## src/rtl/vector100_deser.sv

```systemverilog
// vector100_deser: serial-to-parallel word assembler with a valid/ready output slot.
// The next word keeps assembling in sr while a finished word waits in out_reg.
module vector100_deser #(
   parameter int WIDTH = 100,
   parameter bit LSB_FIRST = 1'b1,
   parameter int CW = $clog2(WIDTH + 1)
) (
   input  logic             clk,
   input  logic             areset_n,
   input  logic             in_valid,
   input  logic             in_bit,
   output logic             in_ready,
   input  logic             flush,
   output logic [WIDTH-1:0] dout,
   output logic             dout_valid,
   input  logic             dout_ready,
   output logic [CW-1:0]    bit_count
);
   logic [WIDTH-1:0] sr, sr_nx, out_reg;
   logic [CW-1:0] cnt;
   logic vld, last, acc, done;
   assign last = cnt == CW'(WIDTH - 1);
   // stall only when the next bit would finish a word that has nowhere to go
   assign in_ready = ~(vld & ~dout_ready & last);
   assign acc = in_valid & in_ready & ~flush;
   assign done = acc & last;
   assign sr_nx = LSB_FIRST ? {in_bit, sr[WIDTH-1:1]} : {sr[WIDTH-2:0], in_bit};
   assign dout = out_reg;
   assign dout_valid = vld;
   assign bit_count = cnt;
   always_ff @(posedge clk or negedge areset_n)
      if (!areset_n) begin
         sr <= '0;
         cnt <= '0;
         out_reg <= '0;
         vld <= 1'b0;
      end else begin
         if (flush) begin
            sr <= '0;
            cnt <= '0;
         end else if (acc) begin
            sr <= last ? '0 : sr_nx;
            cnt <= last ? '0 : cnt + 1'b1;
         end
         if (done) begin
            out_reg <= sr_nx;
            vld <= 1'b1;
         end else if (vld & dout_ready)
            vld <= 1'b0;
      end
endmodule

```

## config.mk

```make
export PLATFORM = sky130hd
export DESIGN_NAME = vector100_deser
export DESIGN_NICKNAME = d
export VERILOG_FILES = /design/src/rtl/vector100_deser.sv
export SDC_FILE = /design/constraint.sdc
export NUM_CORES = 1
export LEC_CHECK = 0
export CAP_MARGIN = 10
export CORE_AREA = 4 4 199 104
export DETAILED_ROUTE_END_ITERATION = 7
export DIE_AREA = 0 0 203 108
export PLACE_DENSITY_LB_ADDON = 0.2
export SKIP_LAST_GASP = 1
export SYNTH_ARGS = -nofsm -noshare
export SYNTH_HDL_FRONTEND = slang
export SYNTH_SLANG_ARGS = --single-unit
```

## constraint.sdc

```tcl
create_clock -name clk -period 3.1 [get_ports clk]
set_input_delay 0.62 -clock clk [delete_from_list [all_inputs] [get_ports clk]]
set_output_delay 0.62 -clock clk [all_outputs]
set_load 0.01 [all_outputs]
```

==> flow_summary.yaml <==
detailed_routing:
  drt_iter0_drc: 312
  drt_pre_antenna_iters: 5
  vias: 5005
  drc: 0
  ant_nets: 0
  wl_per_cell_microns: 17.9
  post_drt_via_cell_ratio: 5.15
  drt-total-wl_microns: 17400
clocking:
  root_buffer: "clkbuf_16"
  clock_latency_ns: 0.50
  hold_buffers: 0
  clk_pin_slew_ns: 0.07
  cts_tree: "built"
  cts_resized: 0
  cts_max_level: 1
  max-clock-path-buffers: 3
  cts_inserted_buffers: 20
  clkSinkCount: 207
  post_cts_buffers: 0
finish:
  drive_gt1_frac: 0.218
  final-instance-count-excl-fill: 971
  num-fill-cells: 1535
  num_antenna_cells: 0
  layout.nets: 699
  area_growth_pct: 23.8
  fin_util: 0.546
  finalInstanceArea_sq_um: 10400
  multi_input_area_sq_um: 2900
  area.sequential_sq_um: 5180
timing:
  tightest_slew_ns: 0.754
  finalHoldViolations: 0
  rsz0062_at_grt: "false"
  slew_violations: 0
  finalSetupViolCount: 0
  finalClockSkew_ns: 0.0165
  fin_hold_ws_ns: 0.188
  relSlewSlack: 0.497
  tns_ns: 0
  post-route-period-util: 0.932
  max_freq_mhz: 346
  finalWorstPathRequiredPeriod_ns: 2.89
  setup_ws_ns: 0.212
yosys:
  synth_common_cells: "207 x dfrtp_1, 104 x nor2_1, 100 x a22oi_1, 100 x mux2_4, 23 x clkbuf_1"
  synth_flop_cell: "dfrtp_1"
  synth.avg_cell_area_sq_um: 14.2
  synth_top_area_cell: "dfrtp_1"
  yosysUniqueCellTypes: 30
  synth_edf_count: 0
  yosys_warnings: 0
  synth_cells: 590
  yosysSeqAreaShare: 0.616
  syn_area_sq_um: 8400
  yosysMostFrequentCell: "dfrtp_1"
  yosysTopAreaCellShare: 0.616
  synth-seq-cells: 207
  synthTopCellsByArea: "dfrtp_1 62%, mux2_4 18%, a22oi_1 8.9%"
  synthArstFlopShare: 1.00
  syn-num-nets: 597
global_routing:
  grt_pass1_vias: 5226
  grt_pass1_wl_microns: 28900
  track_usage: 0.161
  antenna_found_initial: 0
  grt-ovfl-total: 0
  grt_max_degree: 104
pwr:
  p_clk_frac: 0.471
  pwr-share-comb: 0.029
  power_density_nw_per_um2: 522
  power.total_mw: 5.43
  p_int_mw: 4.25
  p_sw_frac: 0.216
  power.leakage_nw: 5.03
  vdd_drop_max_v: 0.000344
  p_sw_mw: 1.17
  seq_power_share: 0.499
floorplanning:
  die_x_microns: 203
  rows: 36
  io-pin-count: 115
  die_y_microns: 108
  die_area_sq_um: 21900
  design.core.area_sq_um: 19100
  start_util: 0.441
flow_run:
  drv_cap: 0
worst_setup_path:
  slowest_stage: "clkdlybuf4s50_1"
  critPathLaunchType: "flop"
  worstReg2RegStart: "bit_count[0]"
  path_max_fanout: 6
  cp-startpoint: "bit_count[0]"
  endpoint_kind: "output pin"
  max_stage_delay_ns: 0.49
  arrival_ns: 2.27
  critical_path_class: "flop to output pin"
  timing.critical_path.required_ns: 2.48
  path_cells: "ha_1 > nand4b_4 > nor3_4 > nand2b_1 > clkdlybuf4s50_1"
placed_design:
  place_hpwl_microns: 10800
  dp.cells: 936
  globalplace.congestion: 0.782
  place_worst_setup_slack_ns: 0.488
  io_buffers: 114
  placed_area_sq_um: 9710
worst_hold_path:
  hp-class: "primary input to async pin"
outcome:
  status: "finished, final reports clean"
==> layer usage <==
layer | wire length, microns | global-route usage | share of wire
met4 | 286 | 0.0358 | 0.016
met2 | 7350 | 0.235 | 0.42
met1 | 8830 | 0.246 | 0.51
met5 | 0 | 0 | 0
met3 | 961 | 0.0399 | 0.055
==> cells by family (layout without fill, tap and decap cells) <==
family,after synthesis,in the layout,share of synthesized area
mux,102,102,0.181
fa+ha+maj,1,1,0.00149
compound gates,109,109,0.0981
flops,207,207,0.616
buf+inv,48,163,0.0399
xor+xnor,2,2,0.00208
simple gates,121,121,0.0609
==> power groups by stage <==
stage	registers [mW]	clock network (mW)	logic [mW]
after floorplan	2.76	0	0.0714
after global placement	2.76	0	0.161
after detailed placement	2.76	0	0.165
after CTS	2.71	2.64	0.165
after global routing	2.71	2.75	0.183
final	2.71	2.56	0.159
==> area by class of cell <==
class / instances / share of cell area
clock buffer: 24 / 0.0524
timing repair buffer: 127 / 0.124
multi-input combinational: 335 / 0.279
tap: 266 / 0.0320
clock inverter: 11 / 0.0143
sequential: 207 / 0.498
inverter: 1 / 0.000361
==> sequential cells by signal, summed over array words and instances, names as in the netlist <==
register,flops
sr,99
dout,100
dout_valid,1
bit_count,7
==> layout by cell type, fill, tap and decap left out, types with 2 or more instances in the layout <==
cell	count
dfrtp_1	207
clkdlybuf4s50_1	112
nor2_1	104
a22oi_1	100
mux2_4	100
clkbuf_16	20
buf_4	10
nand2_1	6
clkinv_2	5
clkbuf_8	4
buf_12	4
bufinv_16	3
nand2b_1	2
nor4_1	2
o21a_1	2
o21bai_1	2
a21oi_1	2
nand4_1	2
xor2_1	2
==> critical path, delay by kind of cell (launching register included) <==
family        cells  cell delay [ns]
simple gates      3             0.53
buf+inv           1             0.49
flops             1             0.44
fa+ha+maj         1             0.32
==> path summary, 6_finish.rpt <==
check,endpoint,slack [ns],cells past startpoint
min in group clk,dout[45],0.51,1
max in group asynchronous,sr[14],2.19,2
max,in_ready,0.21,5
min reg2reg,dout[45],0.51,1
min,dout[26],0.19,1
max reg2reg,dout[11],0.73,6
(Power assumes the default switching activity.)
